File: config.mk
export PLATFORM = sky130hd
export DESIGN_NAME = adc_capture
export DESIGN_NICKNAME = d
export VERILOG_FILES = /design/src/rtl/adc_pkg.sv /design/src/rtl/adc_clkgen.sv /design/src/rtl/adc_capture.sv
export SDC_FILE = /design/constraint.sdc
export NUM_CORES = 1
export LEC_CHECK = 0
export ABC_AREA = 1
export BUFFER_PORTS_ARGS = -buffer_cell sky130_fd_sc_hd__buf_2
export CAP_MARGIN = 20
export CORE_MARGIN = 2
export CORE_UTILIZATION = 54
export DETAILED_ROUTE_END_ITERATION = 12
export PLACE_DENSITY = 0.76
export SLEW_MARGIN = 20
export SYNTH_ARGS = -nofsm -noshare
export SYNTH_HDL_FRONTEND = slang
export SYNTH_SLANG_ARGS = --single-unit
File: constraint.sdc
create_clock -name clk_fast -period 2.6 [get_ports clk_fast]
set_input_delay 0.13 -clock clk_fast [delete_from_list [all_inputs] [get_ports clk_fast]]
set_output_delay 0.13 -clock clk_fast [all_outputs]
set_load 0.01 [all_outputs]
File: src/rtl/adc_pkg.sv
// rtl/adc_pkg.sv - shared widths, mode/state encodings and window length helper for adc_capture
package adc_pkg;

  localparam int ADC_W = 8;
  localparam int RAW_W = 12;

  typedef enum logic [1:0] {
    MODE_PASS   = 2'b00,
    MODE_AVG4   = 2'b01,
    MODE_SUM16  = 2'b10,
    MODE_PEAK16 = 2'b11
  } adc_mode_t;

  typedef enum logic [1:0] {
    ST_IDLE  = 2'b00,
    ST_PRIME = 2'b01,
    ST_ACCUM = 2'b10
  } adc_state_t;

  function automatic logic [4:0] window_len(adc_mode_t m);
    case (m)
      MODE_PASS: window_len = 5'd1;
      MODE_AVG4: window_len = 5'd4;
      default:   window_len = 5'd16;
    endcase
  endfunction

endpackage

File: src/rtl/adc_clkgen.sv
// rtl/adc_clkgen.sv - ADC conversion clock divider and mid-low-phase sample strobe
module adc_clkgen #(
  parameter int CLK_DIV = 4
) (
  input  logic clk_fast,
  input  logic rst,
  input  logic run,
  output logic adc_clk,
  output logic strobe
);

  localparam int DIV_W = $clog2(CLK_DIV);
  localparam logic [DIV_W-1:0] HALF = DIV_W'(CLK_DIV / 2);
  localparam logic [DIV_W-1:0] LAST = DIV_W'(CLK_DIV - 1);

  logic [DIV_W-1:0] div_cnt;
  logic [DIV_W-1:0] div_nxt;
  logic             running;

  assign div_nxt = (div_cnt == LAST) ? '0 : div_cnt + DIV_W'(1);

  always_ff @(posedge clk_fast or posedge rst) begin
    if (rst) begin
      div_cnt <= '0;
      adc_clk <= 1'b0;
      running <= 1'b0;
    end else if (!run) begin
      div_cnt <= '0;
      adc_clk <= 1'b0;
      running <= 1'b0;
    end else if (!running) begin
      // Leaving idle: hold phase 0 one cycle so the first high phase is full length.
      div_cnt <= '0;
      adc_clk <= 1'b1;
      running <= 1'b1;
    end else begin
      div_cnt <= div_nxt;
      adc_clk <= (div_nxt < HALF);
    end
  end

  assign strobe = run && running && (div_cnt == HALF);

endmodule

File: src/rtl/adc_capture.sv
// rtl/adc_capture.sv - ADC capture FSM: pipeline priming, windowed decimation to 12-bit results
module adc_capture
  import adc_pkg::*;
#(
  parameter int CLK_DIV  = 4,
  parameter int ADC_PIPE = 3
) (
  input  logic             clk_fast,
  input  logic             rst,
  input  logic             enable,
  input  logic [1:0]       mode,
  input  logic [ADC_W-1:0] adc_din,
  output logic             adc_clk,
  output logic [RAW_W-1:0] raw_out,
  output logic             raw_valid,
  output logic             overrange
);

  localparam int PW = $clog2(ADC_PIPE + 1);

  adc_state_t       state;
  logic [PW-1:0]    prime_cnt;
  logic [3:0]       samp_cnt;
  logic [RAW_W-1:0] acc;
  logic [RAW_W-1:0] acc_nxt;
  logic [RAW_W-1:0] result;
  adc_mode_t        cur_mode;
  adc_mode_t        eff_mode;
  logic [4:0]       win_len;
  logic             ovr_acc;
  logic             ovr_nxt;
  logic             first;
  logic             last;
  logic             strobe;

  adc_clkgen #(.CLK_DIV(CLK_DIV)) u_clkgen (
    .clk_fast (clk_fast),
    .rst      (rst),
    .run      (enable),
    .adc_clk  (adc_clk),
    .strobe   (strobe)
  );

  // The mode in force is sampled live on the first strobe of a window, latched afterwards.
  always_comb begin
    first    = (samp_cnt == 4'd0);
    eff_mode = first ? adc_mode_t'(mode) : cur_mode;
    win_len  = window_len(eff_mode);
    last     = ({1'b0, samp_cnt} == win_len - 5'd1);
    ovr_nxt  = (adc_din == '0) || (adc_din == '1) || (!first && ovr_acc);
    if (first)
      acc_nxt = RAW_W'(adc_din);
    else if (eff_mode == MODE_PEAK16)
      acc_nxt = (RAW_W'(adc_din) > acc) ? RAW_W'(adc_din) : acc;
    else
      acc_nxt = acc + RAW_W'(adc_din);
    case (eff_mode)
      MODE_AVG4:  result = {acc_nxt[9:0], 2'b00};
      MODE_SUM16: result = acc_nxt;
      default:    result = {acc_nxt[7:0], 4'h0};
    endcase
  end

  always_ff @(posedge clk_fast or posedge rst) begin
    if (rst) begin
      state     <= ST_IDLE;
      prime_cnt <= '0;
      samp_cnt  <= '0;
      acc       <= '0;
      cur_mode  <= MODE_PASS;
      ovr_acc   <= 1'b0;
      raw_out   <= '0;
      raw_valid <= 1'b0;
      overrange <= 1'b0;
    end else begin
      raw_valid <= 1'b0;
      if (!enable) begin
        state <= ST_IDLE;
      end else begin
        case (state)
          ST_IDLE: begin
            state     <= ST_PRIME;
            prime_cnt <= '0;
            samp_cnt  <= '0;
          end
          ST_PRIME: begin
            if (strobe) begin
              if (prime_cnt == PW'(ADC_PIPE - 1)) begin
                state    <= ST_ACCUM;
                samp_cnt <= '0;
              end else begin
                prime_cnt <= prime_cnt + PW'(1);
              end
            end
          end
          ST_ACCUM: begin
            if (strobe) begin
              acc     <= acc_nxt;
              ovr_acc <= ovr_nxt;
              if (first)
                cur_mode <= eff_mode;
              if (last) begin
                raw_out   <= result;
                overrange <= ovr_nxt;
                raw_valid <= 1'b1;
                samp_cnt  <= '0;
              end else begin
                samp_cnt <= samp_cnt + 4'd1;
              end
            end
          end
          default: state <= ST_IDLE;
        endcase
      end
    end
  end

endmodule

==> reports/results.ini, run 1 <==
[cells_and_area]
drive_above_1_share_pct = 16.0
final_cell_mix = 129 x nand2_1, 57 x inv_1, 41 x dfrtp_1, 37 x nand3_1
fin_nets = 514
fill_cells = 501
antenna_cells = 0
layout_commonest_cell = nand2_1
area_delta_synth_final_pct = 15.8
final_core_util_pct = 64.4

[timing]
min_period_ns = 2.42
fmax_mhz = 414
whs_ns = 0.0264
worstMarginPinSlew_ns = 0.556
slew_headroom_pct = 62.5
skew_ns = 0.0118
min_period_over_period_pct = 92.9
drv_slew = 0
hold_viol = 0
finalSetupViolations = 0

[pwr]
pwr-share-clk_pct = 38.9
ir_drop_v = 0.000323
p_comb_share_pct = 19.0
p_seq_share_pct = 42.2
netSwitchingFraction_pct = 28.4
p_leak_uw = 0.00191
internal_power_uw = 1140
p_per_area_mw_per_mm2 = 453
switchingPower_uw = 453

[grt]
grt_usage_pct = 26.1
gr-total-overflow = 0
grt_pass1_wl_mm = 13.0
grt_pass1_vias = 2895
antenna_found_initial = 0
grt_max_degree = 42

[clocking]
cts_buffer_depth = 2
clock-sinks = 41
cts_max_level = 2
numCtsBuffers = 5
insertion_delay_ns = 0.30
path_clk_slew_ns = 0.09
cts_tree = yes
root_buffer = clkbuf_8

[setup_path]
r2r_start = samp_cnt[0]
ff2ff_setup_slack_ns = 0.18
crit_required_ns = 2.80
arrival_ns = 2.62
path_max_fanout = 10
crit_type = register to register
start_kind = register
r2r-end = raw_out[7]
end_kind = register
worst-r2r-cell-count = 13

[placed_design]
portBuffers = 27
hpwl_mm = 5.60
gp_congestion = 0.919

[logic_synthesis]
synthMuxAreaShare_pct = 0
synth_area_leaders = dfrtp_1 34%, nand2_1 16%, ha_1 10%
seq_area_frac_synth_pct = 33.7
ys_ff_latch = 41
syn-num-nets = 470
synth.avg_cell_area_sq_um = 7.06
synth_cell_types = 39
yosys.area_share.xor_xnor_pct = 0.288
synth_top_family_by_area = simple AND/OR/NAND/NOR gates
synth_compound_area_share_pct = 10.7
synth-simple-area-share_pct = 34.8
yosys.area.top_type_share_pct = 33.7
yosysWarningCount = 0
synthAdderAreaFrac_pct = 10.9
synth_area_sq_mm = 0.00304
syn_inst = 431
synth_top_cell_by_area = dfrtp_1

[floorplanning]
core_sq_mm = 0.00547
fp.dieW_um = 79.1
start_util_pct = 55.6
num_rows = 27
die-area_sq_mm = 0.00625
die_h_um = 79.1
pin_count = 28

[hold_path]
hold-path-cell-count = 1
min_from = enable
holdPathEnd = u_clkgen.running
worst_hold_path_type = input port to register

[flow_run]
max_cap_violations = 0

[routing]
drcViolationCount = 0
dr.first_iter.drc_count = 269
dr_total_vias = 3056
highest_layer = met4
route.met2.wl_mm = 3.63
antenna_left = 0
wl_met3_um = 413
wl_met1_mm = 3.42
avgViaCountPerCell = 5.58
wire_per_inst_um = 14.0
routed_wl_mm = 7.70
drt_pre_antenna_iters = 5

[status]
status = finished clean

-- metal layers --
metal,up-vias,track usage [%]
met3,29,3.64
met2,118,43.0
met4,0,10.7
met5,-,0
met1,1417,34.8
li1,1492,-
-- cells in the mapped netlist --
library cell	number
nand2_1	130
inv_1	59
dfrtp_1	41
nand3_1	37
nor2_1	27
ha_1	25
o21ai_0	24
nand4_1	19
a21oi_1	13
inv_2	5
nand2_2	4
nor3_1	4
o21ai_1	4
buf_2	3
clkbuf_1	3
nand3b_1	3
nor2_4	3
a31oi_1	2
clkinv_1	2
nor2_2	2
nor4_1	2
o21ai_2	2
a21boi_0	1
a21boi_1	1
a221oi_1	1
a22o_1	1
a22oi_1	1
buf_6	1
fa_1	1
inv_4	1
nand2_4	1
nor2_8	1
o2111ai_1	1
o211ai_1	1
o21ai_4	1
o311ai_0	1
o41ai_1	1
or2_0	1
xor2_1	1
-- power by group through the flow --
stage | Combinational [uW] | Clock [uW] | Sequential, uW
floorplan | 202 | 0 | 683
global placement | 275 | 0 | 684
detailed placement | 281 | 0 | 685
CTS | 284 | 621 | 673
global route | 345 | 644 | 675
finish | 303 | 620 | 673
-- worst max-delay path by stage --
stage,end,cells past startpoint,slack [ns],from
final,raw_out[7],13,0.18,samp_cnt[0]
after global routing,raw_out[11],18,-0.03,samp_cnt[0]
after CTS,raw_out[11],17,0.03,samp_cnt[0]
after detailed placement,raw_out[3],15,0.05,samp_cnt[0]
after global placement,raw_out[11],17,0.13,samp_cnt[0]
after floorplan,raw_out[10],17,0.05,samp_cnt[0]
-- registers in the layout, indices dropped and copies added (netlist names) --
register / count
acc: 12
raw_out: 12
samp_cnt: 4
cur_mode: 2
prime_cnt: 2
state: 2
u_clkgen.div_cnt: 2
overrange: 1
ovr_acc: 1
raw_valid: 1
u_clkgen.adc_clk: 1
u_clkgen.running: 1
-- cells by family after synthesis --
kind of cell,count (synthesis)
flip-flops,41
XOR/XNOR,1
AO/OA/AOI/OAI,55
AND/OR/NAND/NOR,234
adder cells (fa/ha/maj),26
buffers and inverters,74
-- timing repair --
action	CTS	global route
setup buffers	0	11
endpoints found under the setup margin	0	18
hold buffers	1	0
resized for setup	0	11
hold endpoints to repair	41	0
-- metrics by stage --
stage / instances / setup slack (ns) / cell area (sq um) / TNS (ns) / total power (uW)
2_1_floorplan: 431 / 0.0472 / 3040 / 0 / 885
3_3_place_gp: 528 / 0.131 / 3270 / 0 / 959
3_5_place_dp: 528 / 0.0529 / 3270 / 0 / 966
4_1_cts: 537 / 0.0297 / 3410 / 0 / 1580
5_1_grt: 548 / -0.0266 / 3520 / -0.0279 / 1660
6_report: 548 / 0.184 / 3520 / 0 / 1600
-- worst max-delay path, cell delays in order (launching register included) --
cell and delay (ns):
dfrtp_1 0.43, inv_2 0.08, ha_2 0.19, nand2_4 0.09, o21ai_4 0.19, buf_4 0.13
ha_1 0.16, clkinv_1 0.31, o21ai_4 0.31, nand2_1 0.15, nand3_1 0.12, nand2_1 0.07
nand2_1 0.05, nand2_1 0.05
-- final cells by class --
class	instances	area, sq um	area share [%]
Timing Repair Buffer	44	265	7.53
Inverter	67	259	7.35
Clock buffer	5	68.8	1.95
Sequential cell	41	1030	29.1
Clock inverter	3	65.1	1.85
Multi-Input combinational cell	316	1750	49.6
Tap cell	72	90.1	2.56
(Power assumes the default switching activity.)
==> run 2: changes to the inputs <==
--- a/config.mk
+++ b/config.mk
@@ -12,6 +12,7 @@
 export CORE_UTILIZATION = 54
 export DETAILED_ROUTE_END_ITERATION = 12
 export PLACE_DENSITY = 0.76
+export SETUP_SLACK_MARGIN = 0.3
 export SLEW_MARGIN = 20
 export SYNTH_ARGS = -nofsm -noshare
 export SYNTH_HDL_FRONTEND = slang
==> run 2 against run 1 <==
  * Global-route usage increased by 0.40 points
  * Die area unchanged
  * Wire length increased by 1.3%
  * Core utilization increased by 1.5 points
  * Critical path depth increased by 4
  * Hold slack got worse by 0.0024 ns
  * Largest cell class unchanged
==> reports/results.ini, run 2 (same netlist as run 1, synthesis figures left out) <==
[status]
status = finished clean  ; unchanged

[cells_and_area]
area_delta_synth_final_pct = 18.5  ; was 15.8%
fin_nets = 519  ; was 514
antenna_cells = 0  ; unchanged
drive_above_1_share_pct = 19.8  ; was 16.0%
largestRegisters = acc (12), raw_out (12), samp_cnt (4)  ; unchanged
fill_cells = 523  ; was 501
layout_commonest_cell = nand2_1  ; unchanged
final_cell_mix = 127 x nand2_1, 55 x inv_1, 41 x dfrtp_1, 36 x nand3_1, 27 x buf_2  ; was 129 x nand2_1, 57 x inv_1, 41 x dfrtp_1, 37 x nand3_1

[hold_path]
worst_hold_path_type = input port to register  ; unchanged

[timing]
finalSetupViolations = 0  ; unchanged
rsz0062_at_grt = yes
skew_ns = 0.00875  ; was 0.0118 ns
hold_viol = 0  ; unchanged
worstMarginPinSlew_ns = 0.518  ; was 0.556 ns
fmax_mhz = 441  ; was 414 MHz
min_period_over_period_pct = 87.2  ; was 92.9%
setup_tns_ns = 0  ; unchanged
min_period_ns = 2.27  ; was 2.42 ns
drv_slew = 0  ; unchanged
whs_ns = 0.0241  ; was 0.0264 ns
slew_headroom_pct = 65.5  ; was 62.5%

[floorplanning]
die_h_um = 79.1  ; unchanged
die-area_sq_mm = 0.00625  ; unchanged
core_sq_mm = 0.00547  ; unchanged
pin_count = 28  ; unchanged
num_rows = 27  ; unchanged
start_util_pct = 55.6  ; unchanged
fp.dieW_um = 79.1  ; unchanged

[routing]
routed_wl_mm = 7.80  ; was 7.70 mm
avgViaCountPerCell = 5.42  ; was 5.58
antenna_left = 0  ; unchanged
drcViolationCount = 0  ; unchanged
drt_pre_antenna_iters = 4  ; was 5
dr_total_vias = 2999  ; was 3056
dr.first_iter.drc_count = 220  ; was 269
wire_per_inst_um = 14.1  ; was 14.0 um

[pwr]
p_per_area_mw_per_mm2 = 417  ; was 453 mW/mm^2
p_seq_share_pct = 44.7  ; was 42.2%
pwr-share-clk_pct = 34.8  ; was 38.9%
netSwitchingFraction_pct = 30.0  ; was 28.4%
p_comb_share_pct = 20.5  ; was 19.0%
p_leak_uw = 0.00192  ; was 0.00191 uW
switchingPower_uw = 450  ; was 453 uW
internal_power_uw = 1050  ; was 1140 uW
ir_drop_v = 0.000270  ; was 0.000323 V

[placed_design]
hpwl_mm = 5.68  ; was 5.60 mm
portBuffers = 27  ; unchanged
gp_congestion = 0.877  ; was 0.919

[setup_path]
r2r-end = raw_out[11]  ; was raw_out[7]
start_kind = register  ; unchanged
crit_type = register to register  ; unchanged
critPathLaunch = samp_cnt[1]  ; was samp_cnt[0]
ff2ff_setup_slack_ns = 0.33  ; was 0.18 ns
endpoint = raw_out[11]  ; was raw_out[7]
end_kind = register  ; unchanged
crit_required_ns = 2.84  ; was 2.80 ns
arrival_ns = 2.51  ; was 2.62 ns
worst-r2r-cell-count = 17  ; was 13
path_max_fanout = 9  ; was 10
r2r_start = samp_cnt[1]  ; was samp_cnt[0]

[grt]
grt_pass1_vias = 2805  ; was 2895
antenna_found_initial = 0  ; unchanged
gr-total-overflow = 0  ; unchanged
grt_usage_pct = 26.5  ; was 26.1%
grt_max_degree = 42  ; unchanged
grt_pass1_wl_mm = 13.0  ; about the same

[clocking]
path_clk_slew_ns = 0.08  ; was 0.09 ns
numCtsBuffers = 5  ; unchanged
clock-sinks = 41  ; unchanged
root_buffer = clkbuf_8  ; unchanged
insertion_delay_ns = 0.30  ; about the same
cts_buffer_depth = 2  ; unchanged
cts_tree = yes  ; unchanged
cts_max_level = 2  ; unchanged

[flow_run]
max_cap_violations = 0  ; unchanged

==> run 2: changes by cell type in the layout (fill, tap and decap cells not counted), moves of 2 or more <==
cell        delta
ha_1           -5
ha_2           +4
nand2_1        -2
o21ai_2        +2
buf_4          +5
clkinvlp_4     +2
inv_2          +2
o21ai_0        -2
inv_1          -2
==> run 2: layout make-up <==
class | instances | area [sq um] | share of cell area [%]
well taps | 72 | 90.1 | 2.50
clock inverters | 3 | 46.3 | 1.28
inverters | 67 | 260 | 7.22
flip-flops and latches | 41 | 1030 | 28.5
clock buffers | 5 | 68.8 | 1.91
repair buffers | 49 | 303 | 8.40
multi-input cells | 316 | 1810 | 50.2
==> run 2: metal layers <==
| layer | vias up | part of all wire, % | GRT usage, % |
|---|---|---|---|
| met5 | - | 0 | 0 |
| met2 | 102 | 49 | 46.8 |
| met1 | 1386 | 43 | 34.2 |
| met3 | 13 | 5.7 | 3.52 |
| li1 | 1498 | - | - |
| met4 | 0 | 1.8 | 7.24 |
==> run 2: worst min path at each step <==
stage / from / end / slack [ns] / cells past startpoint
2_1_floorplan: enable / u_clkgen.running / 0.16 / 0
3_3_place_gp: rst / raw_out[1] / 0.28 / 3
3_5_place_dp: rst / raw_out[3] / 0.29 / 3
4_1_cts: enable / u_clkgen.running / 0.02 / 1
5_1_grt: enable / u_clkgen.running / 0.03 / 1
6_report: enable / u_clkgen.running / 0.02 / 1
==> run 2: worst max-delay path, stage by stage (launching register included) <==
cell	delay, ns
dfrtp_1	0.41
inv_2	0.09
ha_4	0.16
nand2_8	0.07
o21ai_4	0.19
inv_2	0.06
ha_2	0.19
nor2_1	0.10
a21oi_1	0.05
nor2_1	0.11
nand2_2	0.09
nor2_4	0.16
inv_6	0.08
nor2_8	0.14
inv_2	0.07
o21ai_2	0.12
inv_1	0.05
nand2_1	0.06
==> run 2: timing repair <==
item	4_1_cts	5_1_grt
setup buffers	13	4
hold buffers	1	0
pin swaps	4	8
gates resized for setup	2	18
hold endpoints to repair	41	0
endpoints found under the setup margin	13	20
==> run 2: stage by stage <==
stage	std cells	area, sq um	total power (uW)	worst slack (ns)	util, %
5_1_grt	553	3600	1580	0.186	65.8
3_5_place_dp	527	3290	969	0.157	60.2
6_report	553	3600	1500	0.333	65.8
2_1_floorplan	431	3090	891	0.306	-
3_3_place_gp	527	3290	963	0.224	60.2
4_1_cts	549	3530	1500	0.350	64.4
==> run 2: power groups by stage <==
stage | Clock [uW] | Sequential [uW] | Combinational, uW
4_1_cts | 532 | 672 | 295
3_5_place_dp | 0 | 685 | 284
5_1_grt | 553 | 674 | 349
6_report | 522 | 672 | 308
2_1_floorplan | 0 | 683 | 208
3_3_place_gp | 0 | 684 | 279
